`src/rtl/sseg_pkg.sv`:
```
// Shared definitions for the six-digit seven-segment scanner.
// Holds digit count, field widths, the packed digit-field type and
// a helper that picks one position out of the packed display words.
package sseg_pkg;

  localparam int NUM_DIGITS = 6;
  localparam int BCD_W      = 4;
  localparam int POS_W      = 3;

  localparam logic [POS_W-1:0] POS_FIRST = 3'd0;
  localparam logic [POS_W-1:0] POS_LAST  = 3'd5;

  // Field driven to the external decoder: dp lit flag above the BCD nibble.
  typedef struct packed {
    logic             dp;
    logic [BCD_W-1:0] bcd;
  } digit_t;

  // Position 0 is the leftmost digit: the top nibble of the BCD word and the
  // top bit of the dp word.
  function automatic digit_t digit_at(
    input logic [NUM_DIGITS*BCD_W-1:0] bcd,
    input logic [NUM_DIGITS-1:0]       dp,
    input logic [POS_W-1:0]            pos
  );
    digit_t d;
    d = '0;
    case (pos)
      3'd0: begin d.dp = dp[5]; d.bcd = bcd[23:20]; end
      3'd1: begin d.dp = dp[4]; d.bcd = bcd[19:16]; end
      3'd2: begin d.dp = dp[3]; d.bcd = bcd[15:12]; end
      3'd3: begin d.dp = dp[2]; d.bcd = bcd[11:8];  end
      3'd4: begin d.dp = dp[1]; d.bcd = bcd[7:4];   end
      3'd5: begin d.dp = dp[0]; d.bcd = bcd[3:0];   end
      default: d = '0;
    endcase
    return d;
  endfunction

endpackage

```
`src/rtl/sseg_scan_tick.sv`:
```
// Dwell timer for the digit scanner: counts 0..DWELL-1 and flags the
// terminal count, which also wraps the count back to 0.
module scan_tick #(
  parameter int DWELL = 2
) (
  input  logic clk,
  input  logic rst,
  output logic tick
);

  localparam int CNT_W = (DWELL > 1) ? $clog2(DWELL) : 1;

  logic [CNT_W-1:0] r_cnt;
  logic             w_tc;

  assign w_tc = (r_cnt == CNT_W'(DWELL - 1));
  assign tick = w_tc;

  // Free-running dwell count, wrapping on terminal count.
  always_ff @(posedge clk) begin
    if (rst) begin
      r_cnt <= '0;
    end else if (w_tc) begin
      r_cnt <= '0;
    end else begin
      r_cnt <= r_cnt + CNT_W'(1);
    end
  end

endmodule

```
`src/rtl/sseg_scan.sv`:
```
// Six-digit multiplexed display scanner.
// Steps through positions 0..5, holding each for DWELL cycles, and presents
// the BCD value plus dp flag of the active position to an external decoder.
// New content is staged in a pending buffer and only committed at the frame
// boundary (5 -> 0), so a frame never shows a mix of old and new digits.
// Optional build macro SSEG_DP_BLINK_EN: the dp at positions 1 and 3
// follows an internal phase toggling every CLK_HZ/2 cycles (clock
// separators); dp_in bits 4 and 2 are then ignored.
module sseg_scan
  import sseg_pkg::*;
#(
  parameter int CLK_HZ  = 50000000,
  parameter int SCAN_HZ = 1000
) (
  input  logic                        clk,
  input  logic                        rst,
  input  logic                        load,
  input  logic [NUM_DIGITS*BCD_W-1:0] digits_in,
  input  logic [NUM_DIGITS-1:0]       dp_in,
  output logic [BCD_W:0]              digit,
  output logic [POS_W-1:0]            digit_pos,
  output logic                        load_ack,
  output logic                        frame_start
);

  localparam int DWELL_RAW = CLK_HZ / SCAN_HZ;
  localparam int DWELL     = (DWELL_RAW < 2) ? 2 : DWELL_RAW;

  logic [NUM_DIGITS*BCD_W-1:0] r_disp_bcd;
  logic [NUM_DIGITS-1:0]       r_disp_dp;
  logic [NUM_DIGITS*BCD_W-1:0] r_pend_bcd;
  logic [NUM_DIGITS-1:0]       r_pend_dp;
  logic                        r_pend_vld;
  logic [POS_W-1:0]            r_pos;
  digit_t                      r_digit;
  logic                        r_load_ack;
  logic                        r_frame_start;

  logic                        w_tick;
  logic                        w_wrap;
  logic                        w_commit;
  logic [NUM_DIGITS*BCD_W-1:0] w_disp_bcd_nxt;
  logic [NUM_DIGITS-1:0]       w_disp_dp_nxt;
  logic [NUM_DIGITS-1:0]       w_dp_eff;
  logic [POS_W-1:0]            w_pos_nxt;
  digit_t                      w_digit_nxt;

  scan_tick #(
    .DWELL (DWELL)
  ) u_scan_tick (
    .clk  (clk),
    .rst  (rst),
    .tick (w_tick)
  );

  assign w_wrap   = w_tick && (r_pos == POS_LAST);
  assign w_commit = w_wrap && (load || r_pend_vld);

  // Display content for the next frame: a load in the wrap cycle wins over
  // staged data, so it is shown without waiting another frame.
  always_comb begin
    w_disp_bcd_nxt = r_disp_bcd;
    w_disp_dp_nxt  = r_disp_dp;
    if (w_wrap) begin
      if (load) begin
        w_disp_bcd_nxt = digits_in;
        w_disp_dp_nxt  = dp_in;
      end else if (r_pend_vld) begin
        w_disp_bcd_nxt = r_pend_bcd;
        w_disp_dp_nxt  = r_pend_dp;
      end
    end
  end

`ifdef SSEG_DP_BLINK_EN
  localparam int HALF    = (CLK_HZ / 2 < 1) ? 1 : CLK_HZ / 2;
  localparam int BLINK_W = (HALF > 1) ? $clog2(HALF) : 1;

  logic [BLINK_W-1:0] r_blink_cnt;
  logic               r_blink;

  // Separator phase: toggles once per half second of clk.
  always_ff @(posedge clk) begin
    if (rst) begin
      r_blink_cnt <= '0;
      r_blink     <= 1'b0;
    end else if (r_blink_cnt == BLINK_W'(HALF - 1)) begin
      r_blink_cnt <= '0;
      r_blink     <= ~r_blink;
    end else begin
      r_blink_cnt <= r_blink_cnt + BLINK_W'(1);
    end
  end

  // Positions 1 and 3 (dp bits 4 and 2) carry the separator phase.
  always_comb begin
    w_dp_eff    = w_disp_dp_nxt;
    w_dp_eff[4] = r_blink;
    w_dp_eff[2] = r_blink;
  end
`else
  // All dp bits come straight from the display buffer.
  always_comb begin
    w_dp_eff = w_disp_dp_nxt;
  end
`endif

  // Next position and the digit field it will show, both taken at a tick.
  always_comb begin
    w_pos_nxt   = w_wrap ? POS_FIRST : r_pos + POS_W'(1);
    w_digit_nxt = digit_at(w_disp_bcd_nxt, w_dp_eff, w_pos_nxt);
  end

  // Buffers, scan position and decoder outputs.
  always_ff @(posedge clk) begin
    if (rst) begin
      r_disp_bcd    <= '0;
      r_disp_dp     <= '0;
      r_pend_bcd    <= '0;
      r_pend_dp     <= '0;
      r_pend_vld    <= 1'b0;
      r_pos         <= POS_FIRST;
      r_digit       <= '0;
      r_load_ack    <= 1'b0;
      r_frame_start <= 1'b0;
    end else begin
      r_disp_bcd    <= w_disp_bcd_nxt;
      r_disp_dp     <= w_disp_dp_nxt;
      r_load_ack    <= w_commit;
      r_frame_start <= w_wrap;
      if (w_wrap) begin
        r_pend_vld <= 1'b0;
      end else if (load) begin
        r_pend_bcd <= digits_in;
        r_pend_dp  <= dp_in;
        r_pend_vld <= 1'b1;
      end
      if (w_tick) begin
        r_pos   <= w_pos_nxt;
        r_digit <= w_digit_nxt;
      end
    end
  end

  assign digit       = r_digit;
  assign digit_pos   = r_pos;
  assign load_ack    = r_load_ack;
  assign frame_start = r_frame_start;

endmodule

```
`config.mk`:
```
export PLATFORM = sky130hd
export DESIGN_NAME = sseg_scan
export DESIGN_NICKNAME = d
export VERILOG_FILES = /design/src/rtl/sseg_pkg.sv /design/src/rtl/sseg_scan_tick.sv /design/src/rtl/sseg_scan.sv
export SDC_FILE = /design/constraint.sdc
export NUM_CORES = 1
export LEC_CHECK = 0
export CORE_UTILIZATION = 30
export DETAILED_ROUTE_END_ITERATION = 16
export MAX_ROUTING_LAYER = met4
export PLACE_DENSITY = 0.57
export REMOVE_ABC_BUFFERS = 1
export SYNTH_ARGS = -nofsm -noshare
export SYNTH_HDL_FRONTEND = slang
export SYNTH_SLANG_ARGS = --single-unit
```
`constraint.sdc`:
```
create_clock -name clk -period 2.7 [get_ports clk]
set_input_delay 0.27 -clock clk [delete_from_list [all_inputs] [get_ports clk]]
set_output_delay 0.27 -clock clk [all_outputs]
set_load 0.01 [all_outputs]
```
==> flow_metrics.env, run 1 <==
export IMPL_outcome="finished, final reports clean"
export IMPL_critPathKind="flop to flop"
export IMPL_cts_tree="built"
export IMPL_placed_cells=763
export IMPL_netlist_area_leader_share_pct=40.0
export IMPL_final_cell_count_no_fill=778
export IMPL_num_rows=43
export IMPL_crit_chain="ha_1 -> and2_1 -> a21oi_1 -> a221oi_1 -> o311a_1 -> a211oi_2"
export IMPL_leakagePower_nw=1.86
export IMPL_timing_final_crit_share_pct=90.5
export IMPL_postSynthAreaPerCell_um2=7.67
export IMPL_yosys_most_used_dff="dfxtp_1"
export IMPL_num_vias=4121
export IMPL_hold_viol_final=0
export IMPL_wl_met3_um=560
export IMPL_critical_path_startpoint_type="flop"
export IMPL_clkSlewWorstSetupHoldPaths_ps=60
export IMPL_coreArea_um2=14000
export IMPL_cts_resized=0
export IMPL_worstMarginPinSlew_ps=638
export IMPL_cts_root_buf="clkbuf_16"
export IMPL_whs_endpoint="u_scan_tick.r_cnt[2]$_SDFF_PP0_"
export IMPL_drtAntennaViolNets=0
export IMPL_slowest_delay_ps=560
export IMPL_diodes=0
export IMPL_fin_skew_ps=7.17
export IMPL_synth_commonest_cells="dfxtp_1 (87), nand2_1 (79), nor2_1 (72), a21oi_1 (66), nor3_1 (38)"
export IMPL_end_kind="flop"
export IMPL_gp_congestion=0.824
export IMPL_wl_met1_um=5830
export IMPL_fin_tns_setup_ps=0
export IMPL_drive_above_1_share_pct=7.36
export IMPL_clock_sinks=87
export IMPL_grt_overflow_total=0
export IMPL_dieWidth_um=122
export IMPL_holdWs_ps=318
export IMPL_yosysUniqueCellTypes=55
export IMPL_synthMostInstantiatedCell="dfxtp_1"
export IMPL_p_per_area_nw_per_um2=518
export IMPL_setup_viol=0
export IMPL_grt_pass1_wl_um=20200
export IMPL_ys_warn_count=0
export IMPL_die_area_um2=15000
export IMPL_synth_edf_count=0
export IMPL_cp_required_ps=2930
export IMPL_path_buf_inv=0
export IMPL_min_from="rst"
export IMPL_path_delay_family="compound AO/OA/AOI/OAI gates"
export IMPL_detail_route_wl_per_cell_um=15.7
export IMPL_grt_antenna_before_repair=0
export IMPL_maxCapViolCount=0
export IMPL_routed_via_density=5.30
export IMPL_wl_um=12200
export IMPL_reg2reg_slack_ps=260
export IMPL_syn_instance_count=567
export IMPL_io_pins=43
export IMPL_port_buffer_count=42
export IMPL_hold_path_class="input pin to flop"
export IMPL_cts_buffer_depth=2
export IMPL_hold_depth=2
export IMPL_slowest_stage="and2_1"
export IMPL_nets=632
export IMPL_grt_use_total_pct=17.7
export IMPL_drv_slew=0
export IMPL_seq_area_frac_synth_pct=40.0
export IMPL_drtPass1Iterations=5
export IMPL_dp_hpwl_um=8150
export IMPL_htreeDepth=3
export IMPL_synth_async_reset_ratio_pct=0
export IMPL_grt_max_degree=58
export IMPL_syn_cell_area_um2=4350
export IMPL_rsz0062_at_grt="false"
export IMPL_highest_layer="met4"
export IMPL_max_freq_mhz=409
export IMPL_r2r_end="digit[4]$_SDFFE_PP0P_"
export IMPL_grt_pass1_vias=3884
export IMPL_drc_errors=0
export IMPL_utilization_pct=37.3
export IMPL_rr_startpoint="digit_pos[0]$_SDFFE_PP0P_"
export IMPL_relSlewSlack_pct=57.2
export IMPL_clock_latency_ps=340
export IMPL_dr_first_iter_drc_count=389
export IMPL_path_max_fanout=13
export IMPL_cts_hold_buf=0
export IMPL_cts_buffers=9
export IMPL_yosys_top_cells_area="dfxtp_1 (40%), a21oi_1 (7.6%), nand2_1 (6.8%)"
export IMPL_fp_dieH_um=122
export IMPL_crit_arrival_ps=2670
export IMPL_cts_setup_buffers=0
export IMPL_yosys_register_bits=87
export IMPL_rr_worst_depth=6
export IMPL_ir_drop_mv=0.350
export IMPL_routed_wl_met2_um=5660
export IMPL_synth_top_area_cell="dfxtp_1"
export IMPL_min_period_ps=2440
export IMPL_syn_to_final_growth_pct=20.1
export IMPL_start_util_pct=31.1
==> sequential cells by signal, indices dropped and copies added (netlist names) <==
signal and flops:
r_disp_dp 6, r_pend_vld 1, r_pend_bcd 24, load_ack 1
digit_pos 3, u_scan_tick.r_cnt 16, r_pend_dp 6, r_disp_bcd 24
digit 5, frame_start 1
==> kinds of logic (layout without fill, tap and decap cells) <==
group,after synthesis,in the layout,share of synthesized area (%)
simple gates,269,269,31.4
compound gates,141,141,19.5
flops,87,87,40.0
buf+inv,52,83,4.98
xor+xnor,13,13,2.62
fa+ha+maj,5,5,1.44
==> layer usage <==
metal / track usage [%] / vias up
met4: 5.34 / 0
met2: 26.7 / 132
met3: 3.86 / 12
met5: - / -
met1: 23.6 / 1931
li1: - / 2046
==> worst reg2reg max path, cell delays in order (launching register included) <==
cell	delay, ps
dfxtp_1	430
ha_1	260
and2_1	560
a21oi_1	320
a221oi_1	450
o311a_1	250
a211oi_2	60
==> worst max path at each step <==
stage,from,cells after the start,endpoint,slack [ps]
CTS,digit_pos[0]$_SDFFE_PP0P_,6,digit[4]$_SDFFE_PP0P_,280
global route,u_scan_tick.r_cnt[0]$_SDFF_PP0_,7,digit[4]$_SDFFE_PP0P_,100
floorplan,u_scan_tick.r_cnt[0]$_SDFF_PP0_,7,digit[4]$_SDFFE_PP0P_,80
detailed placement,digit_pos[0]$_SDFFE_PP0P_,6,digit[4]$_SDFFE_PP0P_,300
global placement,u_scan_tick.r_cnt[0]$_SDFF_PP0_,7,digit[4]$_SDFFE_PP0P_,410
finish,digit_pos[0]$_SDFFE_PP0P_,6,digit[4]$_SDFFE_PP0P_,260
==> cells in the final DEF, fill, tap and decap left out, types with 3 or more instances in the layout <==
| cell | instances |
|---|---|
| and3_1 | 5 |
| or2_2 | 4 |
| o21bai_1 | 4 |
| nand3_1 | 10 |
| a31oi_1 | 6 |
| and4_1 | 5 |
| buf_4 | 16 |
| nor3_1 | 38 |
| a22o_1 | 5 |
| nor2b_1 | 3 |
| and2_1 | 3 |
| clkbuf_16 | 9 |
| clkinv_2 | 3 |
| dfxtp_1 | 87 |
| a21oi_1 | 66 |
| nand4_1 | 3 |
| nor4b_1 | 4 |
| nand2_1 | 79 |
| ha_1 | 5 |
| clkdlybuf4s50_1 | 40 |
| o22a_1 | 3 |
| xor2_1 | 9 |
| inv_1 | 8 |
| o211ai_1 | 6 |
| nor2_1 | 72 |
| nand3b_1 | 18 |
| xnor2_1 | 4 |
| o2111ai_1 | 3 |
| nor3b_1 | 9 |
| o21ai_0 | 30 |
==> through the flow <==
stage	power [mW]	setup slack, ps	cell area, um^2
2_1_floorplan	1.46	82.8	4160
3_3_place_gp	1.58	409	4960
3_5_place_dp	1.59	298	4960
4_1_cts	2.74	275	5220
5_1_grt	2.83	97.5	5220
6_report	2.71	257	5220
==> area by class of cell <==
cell class                      instances  area, um^2
Clock inverter                          4        22.5
Inverter                                8        30.0
Timing Repair Buffer                   60         571
Fill cell                            1494        8760
Multi-Input combinational cell        428        2390
Sequential cell                        87        1740
Clock buffer                           11         243
Tap cell                              180         225
==> power by group <==
part / leakage (nW) / switching, mW / internal, mW
Combinational: 1.02 / 0.127 / 0.103
Clock: 0.131 / 0.508 / 0.639
Sequential: 0.707 / 0.0166 / 1.31
Total: 1.86 / 0.652 / 2.05
Note: power is estimated with default switching activity, not from simulation.
==> run 2, diff against run 1 <==
--- a/config.mk
+++ b/config.mk
@@ -6,6 +6,7 @@
 export NUM_CORES = 1
 export LEC_CHECK = 0
 export CORE_UTILIZATION = 30
+export CTS_CLUSTER_DIAMETER = 200
 export DETAILED_ROUTE_END_ITERATION = 16
 export MAX_ROUTING_LAYER = met4
 export PLACE_DENSITY = 0.57
==> results of run 2 <==
No change in the layout: final DEF, timing and power equal those of run 1.
==> run 3, diff against run 2 <==
--- a/config.mk
+++ b/config.mk
@@ -7,6 +7,7 @@
 export LEC_CHECK = 0
 export CORE_UTILIZATION = 30
 export CTS_CLUSTER_DIAMETER = 200
+export CTS_CLUSTER_SIZE = 25
 export DETAILED_ROUTE_END_ITERATION = 16
 export MAX_ROUTING_LAYER = met4
 export PLACE_DENSITY = 0.57
==> results of run 3 <==
No change in the layout: final DEF, timing and power equal those of run 1.
